[src/rtl/irrigation_timer_pkg.sv]
// irrigation_timer_pkg: shared state encoding, BCD constants and preset validation
package irrigation_timer_pkg;

    typedef enum logic [1:0] {IDLE, RUN, PAUSED, DONE} state_t;

    localparam int BCD_W            = 4;
    localparam int BCD_MAX          = 9;
    localparam int SEC_TENS_MOD_DEF = 6;
    localparam int MIN_MOD_DEF      = 10;

    // A preset is usable only if both nibbles are decimal and it is not 00
    function automatic logic preset_ok(input logic [2*BCD_W-1:0] p);
        return (p[7:4] <= BCD_W'(BCD_MAX)) && (p[3:0] <= BCD_W'(BCD_MAX)) && (p != '0);
    endfunction

endpackage

[src/rtl/irrigation_minutes_countdown_if.sv]
// irrigation_minutes_countdown_if: control, feedback and display signals of the minutes stage
interface irrigation_minutes_countdown_if;
    import irrigation_timer_pkg::*;

    logic               start;
    logic               abort;
    logic [2*BCD_W-1:0] preset_min;
    logic               pause;
    logic               units_zero;
    logic               borrow_in;
    logic               run_en;
    logic               reach_zero;
    logic [BCD_W-1:0]   sec_tens;
    logic [BCD_W-1:0]   min_units;
    logic [BCD_W-1:0]   min_tens;
    logic               valve_on;
    logic               done;
    logic               load_err;

    modport master (
        output start, abort, preset_min, pause, units_zero, borrow_in,
        input  run_en, reach_zero, sec_tens, min_units, min_tens, valve_on, done, load_err
    );

    modport slave (
        input  start, abort, preset_min, pause, units_zero, borrow_in,
        output run_en, reach_zero, sec_tens, min_units, min_tens, valve_on, done, load_err
    );

endinterface

[src/rtl/irrigation_minutes_countdown_bcd_down_digit.sv]
// bcd_down_digit: one loadable modulo-MOD down-counting digit with borrow output
module bcd_down_digit
    import irrigation_timer_pkg::*;
#(
    parameter int MOD = 10
) (
    input  logic             clk,
    input  logic             clear,
    input  logic             load,
    input  logic [BCD_W-1:0] load_val,
    input  logic             dec,
    output logic [BCD_W-1:0] value,
    output logic             borrow_out
);

    logic [BCD_W-1:0] value_q;

    // Load wins over decrement; a decrement from 0 wraps to MOD-1
    always_ff @(posedge clk) begin
        if (clear)
            value_q <= '0;
        else if (load)
            value_q <= load_val;
        else if (dec)
            value_q <= (value_q == '0) ? BCD_W'(MOD - 1) : value_q - 1'b1;
    end

    assign value      = value_q;
    assign borrow_out = dec & (value_q == '0);

endmodule

[src/rtl/irrigation_minutes_countdown.sv]
// irrigation_minutes_countdown: tens-of-seconds and BCD minutes countdown with valve control
module irrigation_minutes_countdown
    import irrigation_timer_pkg::*;
#(
    parameter int SEC_TENS_MOD = SEC_TENS_MOD_DEF,
    parameter int MIN_MOD      = MIN_MOD_DEF
) (
    input  logic                            clk,
    input  logic                            clear,
    irrigation_minutes_countdown_if.slave   bus
);

    state_t           state_q, state_d;
    logic             valve_q, done_q, done_d, load_err_q, load_err_d;
    logic             upper_zero, abort_ok, start_req, start_ok, load, dec_st;
    logic             b_st, b_mu, b_mt;
    logic [BCD_W-1:0] st, mu, mt, ld_mu, ld_mt;

    assign upper_zero     = (st == '0) && (mu == '0) && (mt == '0);
    assign bus.reach_zero = bus.units_zero & upper_zero;
    assign bus.run_en     = (state_q == RUN) & ~bus.pause & ~bus.reach_zero;

    // abort only acts outside IDLE but always masks a same-cycle start
    assign abort_ok  = bus.abort & (state_q != IDLE);
    assign start_req = ~bus.abort & bus.start & ((state_q == IDLE) || (state_q == DONE));
    assign start_ok  = start_req & preset_ok(bus.preset_min);
    assign load      = abort_ok | start_ok;
    assign ld_mu     = abort_ok ? '0 : bus.preset_min[3:0];
    assign ld_mt     = abort_ok ? '0 : bus.preset_min[7:4];

    // Borrows at 00:0x are dropped so the digits rest at zero instead of wrapping
    assign dec_st = (state_q == RUN) & ~bus.pause & bus.borrow_in & ~upper_zero;

    bcd_down_digit #(.MOD(SEC_TENS_MOD)) u_sec_tens (
        .clk(clk), .clear(clear), .load(load), .load_val('0),
        .dec(dec_st), .value(st), .borrow_out(b_st)
    );

    bcd_down_digit #(.MOD(MIN_MOD)) u_min_units (
        .clk(clk), .clear(clear), .load(load), .load_val(ld_mu),
        .dec(b_st), .value(mu), .borrow_out(b_mu)
    );

    bcd_down_digit #(.MOD(MIN_MOD)) u_min_tens (
        .clk(clk), .clear(clear), .load(load), .load_val(ld_mt),
        .dec(b_mu), .value(mt), .borrow_out(b_mt)
    );

    // Next state in priority order: abort, start, completion, pause/resume
    always_comb begin
        state_d    = state_q;
        done_d     = 1'b0;
        load_err_d = 1'b0;
        if (abort_ok)
            state_d = IDLE;
        else if (start_req)
            if (start_ok)
                state_d = RUN;
            else
                load_err_d = 1'b1;
        else if ((state_q == RUN) && bus.reach_zero) begin
            state_d = DONE;
            done_d  = 1'b1;
        end
        else if ((state_q == RUN) && bus.pause)
            state_d = PAUSED;
        else if ((state_q == PAUSED) && !bus.pause)
            state_d = RUN;
    end

    // State and registered outputs; the valve tracks the state being entered
    always_ff @(posedge clk) begin
        if (clear) begin
            state_q    <= IDLE;
            valve_q    <= 1'b0;
            done_q     <= 1'b0;
            load_err_q <= 1'b0;
        end else begin
            state_q    <= state_d;
            valve_q    <= (state_d == RUN);
            done_q     <= done_d;
            load_err_q <= load_err_d;
        end
    end

    // Minutes tens never wraps: the zero detect halts the chain before it can
    always_comb begin
        assert (!b_mt || clear);
    end

    assign bus.sec_tens  = st;
    assign bus.min_units = mu;
    assign bus.min_tens  = mt;
    assign bus.valve_on  = valve_q;
    assign bus.done      = done_q;
    assign bus.load_err  = load_err_q;

endmodule
[src/flat_wrapper.sv]
// flat-port wrapper written by rule: the top's interface ports become plain ports
module irrigation_minutes_countdown_flat import irrigation_timer_pkg::*;
#(
    parameter int SEC_TENS_MOD = SEC_TENS_MOD_DEF,
    parameter int MIN_MOD      = MIN_MOD_DEF
)
  (clk, clear, bus_start, bus_abort, bus_preset_min, bus_pause, bus_units_zero, bus_borrow_in, bus_run_en, bus_reach_zero, bus_sec_tens, bus_min_units, bus_min_tens, bus_valve_on, bus_done, bus_load_err);
  irrigation_minutes_countdown_if bus_i ();
  input  logic clk;
  input  logic clear;
  input wire logic [$bits(bus_i.start)-1:0] bus_start;
  input wire logic [$bits(bus_i.abort)-1:0] bus_abort;
  input wire logic [$bits(bus_i.preset_min)-1:0] bus_preset_min;
  input wire logic [$bits(bus_i.pause)-1:0] bus_pause;
  input wire logic [$bits(bus_i.units_zero)-1:0] bus_units_zero;
  input wire logic [$bits(bus_i.borrow_in)-1:0] bus_borrow_in;
  output wire logic [$bits(bus_i.run_en)-1:0] bus_run_en;
  output wire logic [$bits(bus_i.reach_zero)-1:0] bus_reach_zero;
  output wire logic [$bits(bus_i.sec_tens)-1:0] bus_sec_tens;
  output wire logic [$bits(bus_i.min_units)-1:0] bus_min_units;
  output wire logic [$bits(bus_i.min_tens)-1:0] bus_min_tens;
  output wire logic [$bits(bus_i.valve_on)-1:0] bus_valve_on;
  output wire logic [$bits(bus_i.done)-1:0] bus_done;
  output wire logic [$bits(bus_i.load_err)-1:0] bus_load_err;
  assign bus_i.start = bus_start;
  assign bus_i.abort = bus_abort;
  assign bus_i.preset_min = bus_preset_min;
  assign bus_i.pause = bus_pause;
  assign bus_i.units_zero = bus_units_zero;
  assign bus_i.borrow_in = bus_borrow_in;
  assign bus_run_en = bus_i.run_en;
  assign bus_reach_zero = bus_i.reach_zero;
  assign bus_sec_tens = bus_i.sec_tens;
  assign bus_min_units = bus_i.min_units;
  assign bus_min_tens = bus_i.min_tens;
  assign bus_valve_on = bus_i.valve_on;
  assign bus_done = bus_i.done;
  assign bus_load_err = bus_i.load_err;
  irrigation_minutes_countdown #(.SEC_TENS_MOD(SEC_TENS_MOD), .MIN_MOD(MIN_MOD)) u_core (.clk(clk), .clear(clear), .bus(bus_i));
endmodule
[config.mk]
export PLATFORM = sky130hd
export DESIGN_NAME = irrigation_minutes_countdown_flat
export DESIGN_NICKNAME = d
export VERILOG_FILES = /design/src/rtl/irrigation_timer_pkg.sv /design/src/rtl/irrigation_minutes_countdown_if.sv /design/src/rtl/irrigation_minutes_countdown_bcd_down_digit.sv /design/src/rtl/irrigation_minutes_countdown.sv /design/src/flat_wrapper.sv
export SDC_FILE = /design/constraint.sdc
export NUM_CORES = 1
export LEC_CHECK = 0
export CAP_MARGIN = 20
export CORE_ASPECT_RATIO = 1.2
export CORE_UTILIZATION = 35
export DETAILED_ROUTE_END_ITERATION = 16
export PLACE_DENSITY = 0.74
export SLEW_MARGIN = 20
export SYNTH_ARGS = -nofsm -noshare
export SYNTH_HDL_FRONTEND = slang
export SYNTH_SLANG_ARGS = --single-unit
[constraint.sdc]
create_clock -name clk -period 2.5 [get_ports clk]
set_input_delay 0.625 -clock clk [delete_from_list [all_inputs] [get_ports clk]]
set_output_delay 0.625 -clock clk [all_outputs]
set_load 0.05 [all_outputs]
==> results of run 1 <==
[registers in the layout (all words and copies together) (netlist names)]
register,cells
u_core.bus.load_err,1
u_core.u_min_units.value,4
u_core.bus.done,1
u_core.bus.valve_on,1
u_core.state_q,2
u_core.u_sec_tens.value,4
u_core.u_min_tens.value,4
[power by group through the flow]
stage / Sequential, W / Clock (W) / Combinational (W)
6_report: 0.000370 / 0.000147 / 0.000732
5_1_grt: 0.000378 / 0.000170 / 0.000791
4_1_cts: 0.000368 / 0.000154 / 0.000730
3_5_place_dp: 0.000375 / 0 / 0.000726
3_3_place_gp: 0.000371 / 0 / 0.000712
2_1_floorplan: 0.000477 / 0 / 0.000366
[worst paths after layout]
path	endpoint	start	slack [ns]	cells past startpoint
worst max-delay path	bus_run_en	u_core.u_min_units.value[0]	0.11	6
worst min-delay path	u_core.u_sec_tens.value[3]	u_core.u_sec_tens.value[3]	0.51	2
worst max register to register	u_core.u_min_units.value[2]	u_core.u_sec_tens.value[0]	0.52	5
worst min register to register	u_core.u_sec_tens.value[3]	u_core.u_sec_tens.value[3]	0.51	2
[stage by stage]
| step | area [um^2] | setup WS [ns] | utilization (%) | setup TNS, ns |
|---|---|---|---|---|
| floorplan | 946 | 0.000984 | - | 0 |
| global placement | 1360 | 0.211 | 53.9 | 0 |
| detailed placement | 1360 | 0.184 | 53.9 | 0 |
| CTS | 1390 | 0.0591 | 55.0 | 0 |
| global route | 1400 | -0.00543 | 55.2 | -0.00543 |
| finish | 1400 | 0.113 | 55.2 | 0 |
[metal layers]
| layer | global-route usage (%) | up-vias |
|---|---|---|
| li1 | - | 507 |
| met1 | 20.4 | 455 |
| met2 | 30.0 | 31 |
| met3 | 2.33 | 6 |
| met4 | 10.5 | 0 |
| met5 | 0 | - |
[worst max-delay path: stages (launching register included)]
cell	delay (ns)
dfxtp_2	0.41
nor4_2	0.07
buf_4	0.14
and3_1	0.21
and2_2	0.24
nor3b_4	0.24
buf_12	0.16
[timing repair]
item / in CTS / in global routing
setup endpoints to repair: 0 / 1
resized for setup: 0 / 2
endpoints found under the hold margin: 0 / 0
[cell families after synthesis]
family | count (synthesis) | share of synthesized area, %
and+or+nand+nor | 50 | 32.0
AOI/OAI and AO/OA | 34 | 21.4
DFF | 17 | 36.8
buffers and inverters | 4 | 1.62
muxes | 3 | 3.24
adders and majority gates | 3 | 4.05
xor gates and xnor gates | 1 | 0.946
[area by class of cell]
| class | count | area share, % |
|---|---|---|
| Timing Repair Buffer | 38 | 27.4 |
| Clock buffer | 4 | 1.88 |
| Multi-Input combinational cell | 91 | 42.2 |
| Inverter | 2 | 0.538 |
| Tap cell | 33 | 2.96 |
| Sequential cell | 17 | 25.0 |
[cell usage in the layout (no fill, tap or decap), drive strengths merged, types with 2 or more instances in the layout]
| cell | n |
|---|---|
| clkdlybuf4s50 | 29 |
| dfxtp | 17 |
| o21ai | 15 |
| a21oi | 10 |
| buf | 9 |
| nor2 | 8 |
| nor4 | 7 |
| nand2 | 5 |
| nand3 | 4 |
| nor3 | 4 |
| clkbuf | 4 |
| and3 | 3 |
| nand2b | 3 |
| mux2i | 3 |
| ha | 3 |
| or3 | 3 |
| or4 | 3 |
| inv | 2 |
| a31oi | 2 |
| and2 | 2 |
| nor3b | 2 |
==> impl_results.rst, run 1 <==
.. list-table::
   :header-rows: 1

   * - Metric
     - Value
   * - Total of max-cap violations
     - 0
   * - Routed WL per cell
     - 12.7 um
   * - Clock latency on the worst-skew pair
     - 0.29 ns
   * - Area share of the leading cell type in the synthesized netlist
     - 36.8%
   * - Met3 wire len
     - 69 um
   * - Area overhead of the layout relative to synthesis
     - 50.8%
   * - Multi-input gate area
     - 589 um^2
   * - Final RePlAce weighted congestion
     - 0.807
   * - Post-route DRC
     - 1
   * - Via count
     - 999
   * - Std-Cell Rows
     - 20
   * - Fraction of synthesis flops using an asynchronous set or reset pin
     - 0%
   * - Post-synthesis register bit count
     - 17
   * - Max VDD drop
     - 437 uV
   * - Maximum clock rate
     - 419 MHz
   * - Worst Max-Slew Pin Slew
     - 0.492 ns
   * - Count of mapped cells out of synthesis
     - 112
   * - Seq/Total Area, Yosys
     - 36.8%
   * - Count of input and output buffers
     - 31
   * - Data arrival time of the critical path
     - 1.76 ns
   * - First-pass GRT wire length
     - 3.84 mm
   * - Number of buffers created by CTS
     - 3
   * - Post-DRT Antenna Nets
     - 0
   * - Comb power frac
     - 58.6%
   * - Routed WL
     - 2.34 mm
   * - Post-Route Hold Slack
     - 0.510 ns
   * - Final Hold Violating Endpoints
     - 0
   * - Die area
     - 2860 um^2
   * - Pin count of the biggest net entering global routing
     - 17
   * - Final clock period utilization by the worst path
     - 95.5%
   * - Global route overflow
     - 0
   * - Violations in the final reports
     - design-rule violations
   * - Clock sink total
     - 17
   * - Number of nets in the layout
     - 171
   * - Per-cell via count in the routed design
     - 5.40
   * - Top metal layer carrying routed signals
     - met4
   * - TritonCTS clock tree
     - yes
   * - Type of element capturing the critical path
     - output pin
   * - Storage element area
     - 349 um^2
   * - Initial antenna violation count
     - 0
   * - Initial Util
     - 36.6%
   * - Run status
     - complete, but fails checks
   * - CTS clock-pin slew for the worst setup and hold paths
     - 0.10 ns
   * - First-pass iteration count of the detailed router
     - 10
   * - Post-synthesis cell area
     - 926 um^2
   * - Worst path required time
     - 1.88 ns
   * - Root Driver
     - clkbuf_4
   * - Switching power
     - 0.000541 W
   * - Number of pins exceeding their max-slew limit in the final report
     - 0
   * - Die width
     - 49.0 um
   * - Power Internal
     - 0.000708 W
   * - Time the final worst path needs with I/O delays and setup
     - 2.39 ns
   * - Power Dens Cells
     - 895 nW/um^2
   * - Via count of the first global-routing pass
     - 945
   * - Critical path start-end classification
     - flip-flop to output pin
   * - Leading cell type by number of instances after synthesis
     - dfxtp_1
   * - Overall Power
     - 0.00125 W
   * - Classification of the worst-slack hold path
     - flip-flop to flip-flop
   * - Top post-synthesis cells by count
     - 17 x dfxtp_1, 15 x o21ai_0, 10 x a21oi_1
   * - Number of hold-repair buffers added at the cts stage
     - 0
   * - Startpoint kind of the worst setup timing path
     - flip-flop
   * - Total leakage power
     - 0.502 nW
   * - Diode count
     - 0
   * - Die Span Y
     - 58.3 um
   * - Post-CTS setup-driven buffer insertion count
     - 0
   * - Net switching fraction of the power
     - 43.3%
   * - Avg Cell Area, Syn
     - 8.27 um^2
   * - Number of warning messages in the yosys log
     - 0
   * - Count of unique library cells instantiated by Yosys
     - 36
   * - Deepest clock path buffer count
     - 2
   * - Dominant synthesized flop cell
     - dfxtp_1
   * - 1st-iter DRT viols
     - 36
   * - Leading area contributor after synthesis
     - dfxtp_1
   * - Number of flops mapped to enable cells by yosys
     - 0
   * - Share of total power in the clock network
     - 11.8%
   * - Maximum fanout count along the critical path
     - 7
   * - Mapped Nets
     - 130
   * - Routed wl met2
     - 1.21 mm
   * - Inst Count DP
     - 181
   * - Top post-synthesis cells by area
     - dfxtp_1 37%, o21ai_0 8.1%, a21oi_1 5.4%, nor4_1 4.7%, ha_1 4.1%
   * - Power share of the sequential group
     - 29.6%
   * - Top Ports
     - 32
   * - Metal-1 WL
     - 1.02 mm
   * - Final setup vio count
     - 0
   * - Worst clock skew
     - 0.00201 ns
   * - Number of inserted filler cells in the final layout
     - 247
   * - Post-DP HPWL
     - 1.89 mm
   * - Overall Global Routing Usage
     - 17.3%
   * - Filler-free cell count of the finished design
     - 185
   * - Fraction of final layout cells sized beyond drive strength 1
     - 19.1%
   * - Core outline area
     - 2530 um^2
   * - CTS HTree Levels
     - 1
   * - Max-slew headroom at the worst pin
     - 67.1%
No activity file was read; power rests on OpenSTA's default activity.
==> inputs of run 2 (changes only) <==
--- a/config.mk
+++ b/config.mk
@@ -7,6 +7,7 @@
 export LEC_CHECK = 0
 export CAP_MARGIN = 20
 export CORE_ASPECT_RATIO = 1.2
+export CORE_MARGIN = 3
 export CORE_UTILIZATION = 35
 export DETAILED_ROUTE_END_ITERATION = 16
 export PLACE_DENSITY = 0.74
==> constraint.sdc (replaced) <==
create_clock -name clk -period 2.5 [get_ports clk]
set_input_delay 0.5 -clock clk [delete_from_list [all_inputs] [get_ports clk]]
set_output_delay 0.5 -clock clk [all_outputs]
set_load 0.05 [all_outputs]
==> run 2 against run 1 <==
The flow now finishes without violations. Fmax grew 3.9%. Clock-buffer cell count is the same. Via count shrank 0.80%. Sequential power is essentially flat. Global-route usage shrank 2.6 points. Register-to-register slack gained 0.06 ns. Non-clock buffer count shrank 1. Design area shrank 1.6%. Critical path depth is the same. Combinational power shrank 2%. Flip-flop and latch count is the same. Critical path type unchanged. Highest routed layer unchanged.
==> impl_results.rst, run 2 (synthesis results as in run 1) <==
.. list-table::
   :header-rows: 1

   * - Metric
     - Value
   * - Run status
     - finished, final reports clean
   * - Power Dens Cells
     - 898 nW/um^2
   * - Clock sink total
     - 17
   * - Die area
     - 3300 um^2
   * - Maximum clock rate
     - 435 MHz
   * - Setup repair after global routing missed its margin
     - false
   * - Core outline area
     - 2400 um^2
   * - Via count
     - 991
   * - Total leakage power
     - 0.494 nW
   * - Final RePlAce weighted congestion
     - 0.839
   * - TritonCTS clock tree
     - yes
   * - Type of element capturing the critical path
     - output pin
   * - Diode count
     - 0
   * - Deepest clock path buffer count
     - 2
   * - Post-CTS setup-driven buffer insertion count
     - 0
   * - Total of max-cap violations
     - 0
   * - Final clock period utilization by the worst path
     - 91.9%
   * - Worst clock skew
     - 0.00263 ns
   * - Die width
     - 53.0 um
   * - Total negative slack for setup checks
     - 0 ns
   * - Clock latency on the worst-skew pair
     - 0.28 ns
   * - Classification of the worst-slack hold path
     - flip-flop to flip-flop
   * - Post-DP HPWL
     - 1.78 mm
   * - Overall Global Routing Usage
     - 14.7%
   * - Via count of the first global-routing pass
     - 876
   * - Die Span Y
     - 62.3 um
   * - Time the final worst path needs with I/O delays and setup
     - 2.30 ns
   * - Post-route DRC
     - 0
   * - Routed WL
     - 2.22 mm
   * - Routed WL per cell
     - 12.2 um
   * - Worst Max-Slew Pin Slew
     - 0.498 ns
   * - CTS HTree Levels
     - 1
   * - Fraction of final layout cells sized beyond drive strength 1
     - 14.6%
   * - Std-Cell Rows
     - 19
   * - Root Driver
     - clkbuf_4
   * - Pin count of the biggest net entering global routing
     - 17
   * - Number of nets in the layout
     - 170
   * - Crit path cell chain
     - nor4_1, buf_4, and3_1, and2_1, nor3b_4, buf_12
   * - Initial Util
     - 38.6%
   * - Startpoint kind of the worst setup timing path
     - flip-flop
   * - CTS clock-pin slew for the worst setup and hold paths
     - 0.10 ns
   * - Number of hold-repair buffers added at the cts stage
     - 0
   * - Critical path start-end classification
     - flip-flop to output pin
   * - Area overhead of the layout relative to synthesis
     - 48.4%
   * - Maximum fanout count along the critical path
     - 7
   * - Leading cell types in the layout, fill and taps excluded
     - 29 x clkdlybuf4s50_1, 15 x o21ai_0, 14 x dfxtp_1, 10 x a21oi_1, 8 x nor2_1
   * - Final setup vio count
     - 0
   * - Per-cell via count in the routed design
     - 5.45
   * - Initial antenna violation count
     - 0
   * - Number of buffers created by CTS
     - 3
   * - 1st-iter DRT viols
     - 27
   * - Data arrival time of the critical path
     - 1.80 ns
   * - Count of input and output buffers
     - 31
   * - Crit path setup slack, layout
     - 0.202 ns
   * - Most frequent standard cell in the layout excluding fill and tap cells
     - clkdlybuf4s50_1
   * - First-pass GRT wire length
     - 3.83 mm
   * - Worst path required time
     - 2.00 ns
   * - # resized after CTS
     - 0
   * - Global route overflow
     - 0
   * - Final Hold Violating Endpoints
     - 0
   * - Max-slew headroom at the worst pin
     - 66.7%
   * - Worst path max stage delay
     - 0.36 ns
   * - Top Ports
     - 32
   * - Max VDD drop
     - 467 uV
   * - CP max-delay cell
     - dfxtp_2
   * - First-pass iteration count of the detailed router
     - 4
   * - Number of pins exceeding their max-slew limit in the final report
     - 0
   * - Setup Slack @ Placement
     - 0.304 ns
   * - Post-DRT Antenna Nets
     - 0
-- run 2: cell types whose count changed in the layout (fill, tap and decap cells not counted) --
| cell | before | now |
|---|---|---|
| dfxtp_2 | 7 | 3 |
| nor4_1 | 6 | 7 |
| and2_2 | 1 | 0 |
| buf_4 | 7 | 6 |
| dfxtp_1 | 10 | 14 |
| nor4_2 | 1 | 0 |
| and2_1 | 1 | 2 |
-- run 2: routing by layer --
metal	GRT usage, %	wire length [um]	vias up
met5	0	0	-
li1	-	-	505
met4	6.71	45	0
met2	23.8	1100	32
met3	1.67	122	4
met1	18.9	954	450
-- run 2: through the flow --
stage	cells	area [um^2]	utilization [%]	total power, W	hold WS [ns]
final	182	1370	57.2	0.00123	0.514
after global routing	182	1370	57.2	0.00133	0.541
after CTS	182	1370	57.2	0.00124	0.515
after detailed placement	178	1350	56.1	0.00109	0.496
after global placement	178	1350	56.1	0.00108	0.493
after floorplan	112	941	-	0.000839	0.550
-- run 2: worst max-delay path: cells and delay by family, from the launching register on --
family	cells	cell delay (ns)
AND/OR/NAND/NOR	4	0.84
flip-flops	1	0.36
buffers and inverters	2	0.32
-- run 2: layout make-up --
class,instances,area [um^2]
Fill cell,222,1030
Multi-Input combinational cell,91,582
Timing Repair Buffer,37,375
Sequential cell,17,344
Tap cell,31,38.8
Clock buffer,4,26.3
Inverter,2,7.51
-- run 2: final timing paths --
kind | start | endpoint | slack [ns] | cells past startpoint
hold reg to reg | u_core.u_sec_tens.value[3] | u_core.u_sec_tens.value[3] | 0.51 | 2
setup / recovery | u_core.u_min_units.value[0] | bus_run_en | 0.20 | 6
setup reg to reg | u_core.u_sec_tens.value[0] | u_core.u_min_units.value[2] | 0.58 | 5
hold / removal | u_core.u_sec_tens.value[3] | u_core.u_sec_tens.value[3] | 0.51 | 2
-- run 2: power breakdown --
part           internal [W]  leakage, nW  switching [W]
clock             0.0000620       0.0150      0.0000843
combinational      0.000318        0.339       0.000401
sequential         0.000321        0.139      0.0000471
total              0.000701        0.494       0.000533
==> inputs of run 3 (changes only) <==
--- a/config.mk
+++ b/config.mk
@@ -8,9 +8,9 @@
 export CAP_MARGIN = 20
 export CORE_ASPECT_RATIO = 1.2
 export CORE_MARGIN = 3
-export CORE_UTILIZATION = 35
+export CORE_UTILIZATION = 44
 export DETAILED_ROUTE_END_ITERATION = 16
-export PLACE_DENSITY = 0.74
+export PLACE_DENSITY = 0.88
 export SLEW_MARGIN = 20
 export SYNTH_ARGS = -nofsm -noshare
 export SYNTH_HDL_FRONTEND = slang
==> run 3 against run 2 <==
Clock-buffer cell count did not move. Sequential power about the same. Cell count decreased by 7.7%. Design area is 1.7% lower. Critical path depth shrank 1. Global-route usage is 4.9 points higher. Die area is 18% lower. Register-to-register slack got worse by 0.02 ns. Highest routed layer unchanged. First-iteration DRC count down 22%. Clock power about the same. Clock skew decreased by 0.00056 ns.
==> impl_results.rst, run 3 (synthesis results as in run 1) <==
.. list-table::
   :header-rows: 1

   * - Metric
     - Value
   * - Worst clock skew
     - 0.00206 ns
   * - Die Span Y
     - 56.3 um
   * - Depth of the most critical reg-to-reg path
     - 5
   * - Worst path required time
     - 2.00 ns
   * - Maximum fanout count along the critical path
     - 6
   * - CTS HTree Levels
     - 1
   * - Critical path start-end classification
     - flip-flop to output pin
   * - Routed WL per cell
     - 13.7 um
   * - Number of nets in the layout
     - 168
   * - Overall Power
     - 0.00123 W
   * - Most frequent standard cell in the layout excluding fill and tap cells
     - clkdlybuf4s50_1
   * - Type of element capturing the critical path
     - output pin
   * - Total leakage power
     - 0.486 nW
   * - Final RePlAce weighted congestion
     - 0.834
   * - Std-Cell Rows
     - 17
   * - Count of input and output buffers
     - 31
   * - Worst Max-Slew Pin Slew
     - 0.558 ns
   * - Final clock period utilization by the worst path
     - 92.6%
   * - Total of max-cap violations
     - 0
   * - Post-CTS setup-driven buffer insertion count
     - 0
   * - Via count
     - 1005
   * - Per-cell via count in the routed design
     - 5.98
   * - Top Ports
     - 32
   * - Clock sink total
     - 17
   * - Post-route design area
     - 1350 um^2
   * - Pin count of the biggest net entering global routing
     - 17
   * - Time the final worst path needs with I/O delays and setup
     - 2.32 ns
   * - Post-route DRC
     - 0
   * - Setup repair after global routing missed its margin
     - false
   * - CP max-delay cell
     - nor4_2
   * - # resized after CTS
     - 0
   * - Fraction of final layout cells sized beyond drive strength 1
     - 14.1%
   * - Final Hold Violating Endpoints
     - 0
   * - Die width
     - 47.9 um
   * - First-pass GRT wire length
     - 3.91 mm
   * - Diode count
     - 0
   * - Worst Path Buf+Inv
     - 1
   * - Cell depth of the worst min-delay path
     - 2
   * - Number of hold-repair buffers added at the cts stage
     - 0
   * - Core outline area
     - 1910 um^2
   * - Maximum clock rate
     - 432 MHz
   * - Startpoint kind of the worst setup timing path
     - flip-flop
   * - Area overhead of the layout relative to synthesis
     - 45.8%
   * - Overall Global Routing Usage
     - 19.6%
   * - Crit path cell chain
     - nor4_2, and3_1, and2_1, nor3b_4, buf_12
   * - Worst path max stage delay
     - 0.38 ns
   * - TritonCTS clock tree
     - yes
   * - Initial antenna violation count
     - 0
   * - 1st-iter DRT viols
     - 21
   * - Post-DRT Antenna Nets
     - 0
   * - First-pass iteration count of the detailed router
     - 4
   * - Total negative slack for setup checks
     - 0 ns
   * - Max VDD drop
     - 735 uV
   * - Cell class contributing the biggest share of worst-path delay
     - simple AND/OR/NAND/NOR gates
   * - Placed standard-cell area
     - 1320 um^2
   * - Max-slew headroom at the worst pin
     - 62.7%
   * - Initial Util
     - 48.4%
   * - Post-Route Hold Slack
     - 0.513 ns
   * - Die area
     - 2690 um^2
   * - Global route overflow
     - 0
   * - Final core utilization
     - 70.5%
   * - Final setup vio count
     - 0
   * - Run status
     - finished, final reports clean
   * - CTS clock-pin slew for the worst setup and hold paths
     - 0.09 ns
   * - Classification of the worst-slack hold path
     - flip-flop to flip-flop
   * - Power Dens Cells
     - 913 nW/um^2
   * - Root Driver
     - clkbuf_4
   * - Routed WL
     - 2.30 mm
   * - Post-DP HPWL
     - 1.85 mm
   * - Deepest clock path buffer count
     - 2
   * - Number of buffers created by CTS
     - 3
   * - Leading cell types in the layout, fill and taps excluded
     - 29 x clkdlybuf4s50_1, 15 x o21ai_0, 14 x dfxtp_1, 10 x a21oi_1, 8 x nor2_1
   * - Clock latency on the worst-skew pair
     - 0.30 ns
   * - Number of pins exceeding their max-slew limit in the final report
     - 0
   * - Via count of the first global-routing pass
     - 937
   * - Number of gates on the worst path with buffers counted
     - 5
   * - Data arrival time of the critical path
     - 1.82 ns
==> run 3: cell count changes in the layout (fill, tap and decap cells not counted) <==
cell / delta
buf_4: -2
nor4_2: +1
nor4_1: -1
==> run 3: cell type report <==
type	instances	area, um^2
Inverter	2	7.51
Fill cell	157	564
Tap cell	19	23.8
Timing Repair Buffer	35	360
Sequential cell	17	344
Multi-Input combinational cell	91	588
Clock buffer	4	26.3
==> run 3: metal layers <==
layer  global-route usage (%)  routed length, um  vias to the layer above
met3                     4.17                167                        5
met4                     9.23                 52                        0
li1                         -                  -                      499
met5                        0                  0                        -
met1                     23.2                907                      453
met2                     31.8               1170                       48
==> run 3: path summary, 6_finish.rpt <==
kind | from | endpoint | slack [ns]
max | u_core.u_min_units.value[1] | bus_run_en | 0.18
min | u_core.u_sec_tens.value[3] | u_core.u_sec_tens.value[3] | 0.51
max reg2reg | u_core.u_sec_tens.value[0] | u_core.u_min_units.value[3] | 0.56
min reg2reg | u_core.u_sec_tens.value[3] | u_core.u_sec_tens.value[3] | 0.51
==> run 3: report_power, final <==
group          total (W)  switching (W)  leakage, nW  internal [W]
Combinational   0.000715       0.000408        0.331      0.000307
Sequential      0.000370      0.0000486        0.139      0.000321
Clock           0.000148      0.0000854       0.0150     0.0000622
Total            0.00123       0.000542        0.486      0.000690
==> run 3: through the flow <==
| step | std cells | worst slack (ns) |
|---|---|---|
| 6_report | 168 | 0.184 |
| 5_1_grt | 168 | 0.0405 |
| 4_1_cts | 168 | 0.0647 |
| 3_5_place_dp | 164 | 0.278 |
| 3_3_place_gp | 164 | 0.348 |
| 2_1_floorplan | 112 | 0.0195 |
==> run 3: worst min-delay path: cells and delay by family, from the launching register on <==
| kind | cells | cell delay (ns) |
|---|---|---|
| flops | 1 | 0.35 |
| simple gates | 1 | 0.04 |
| compound gates | 1 | 0.09 |
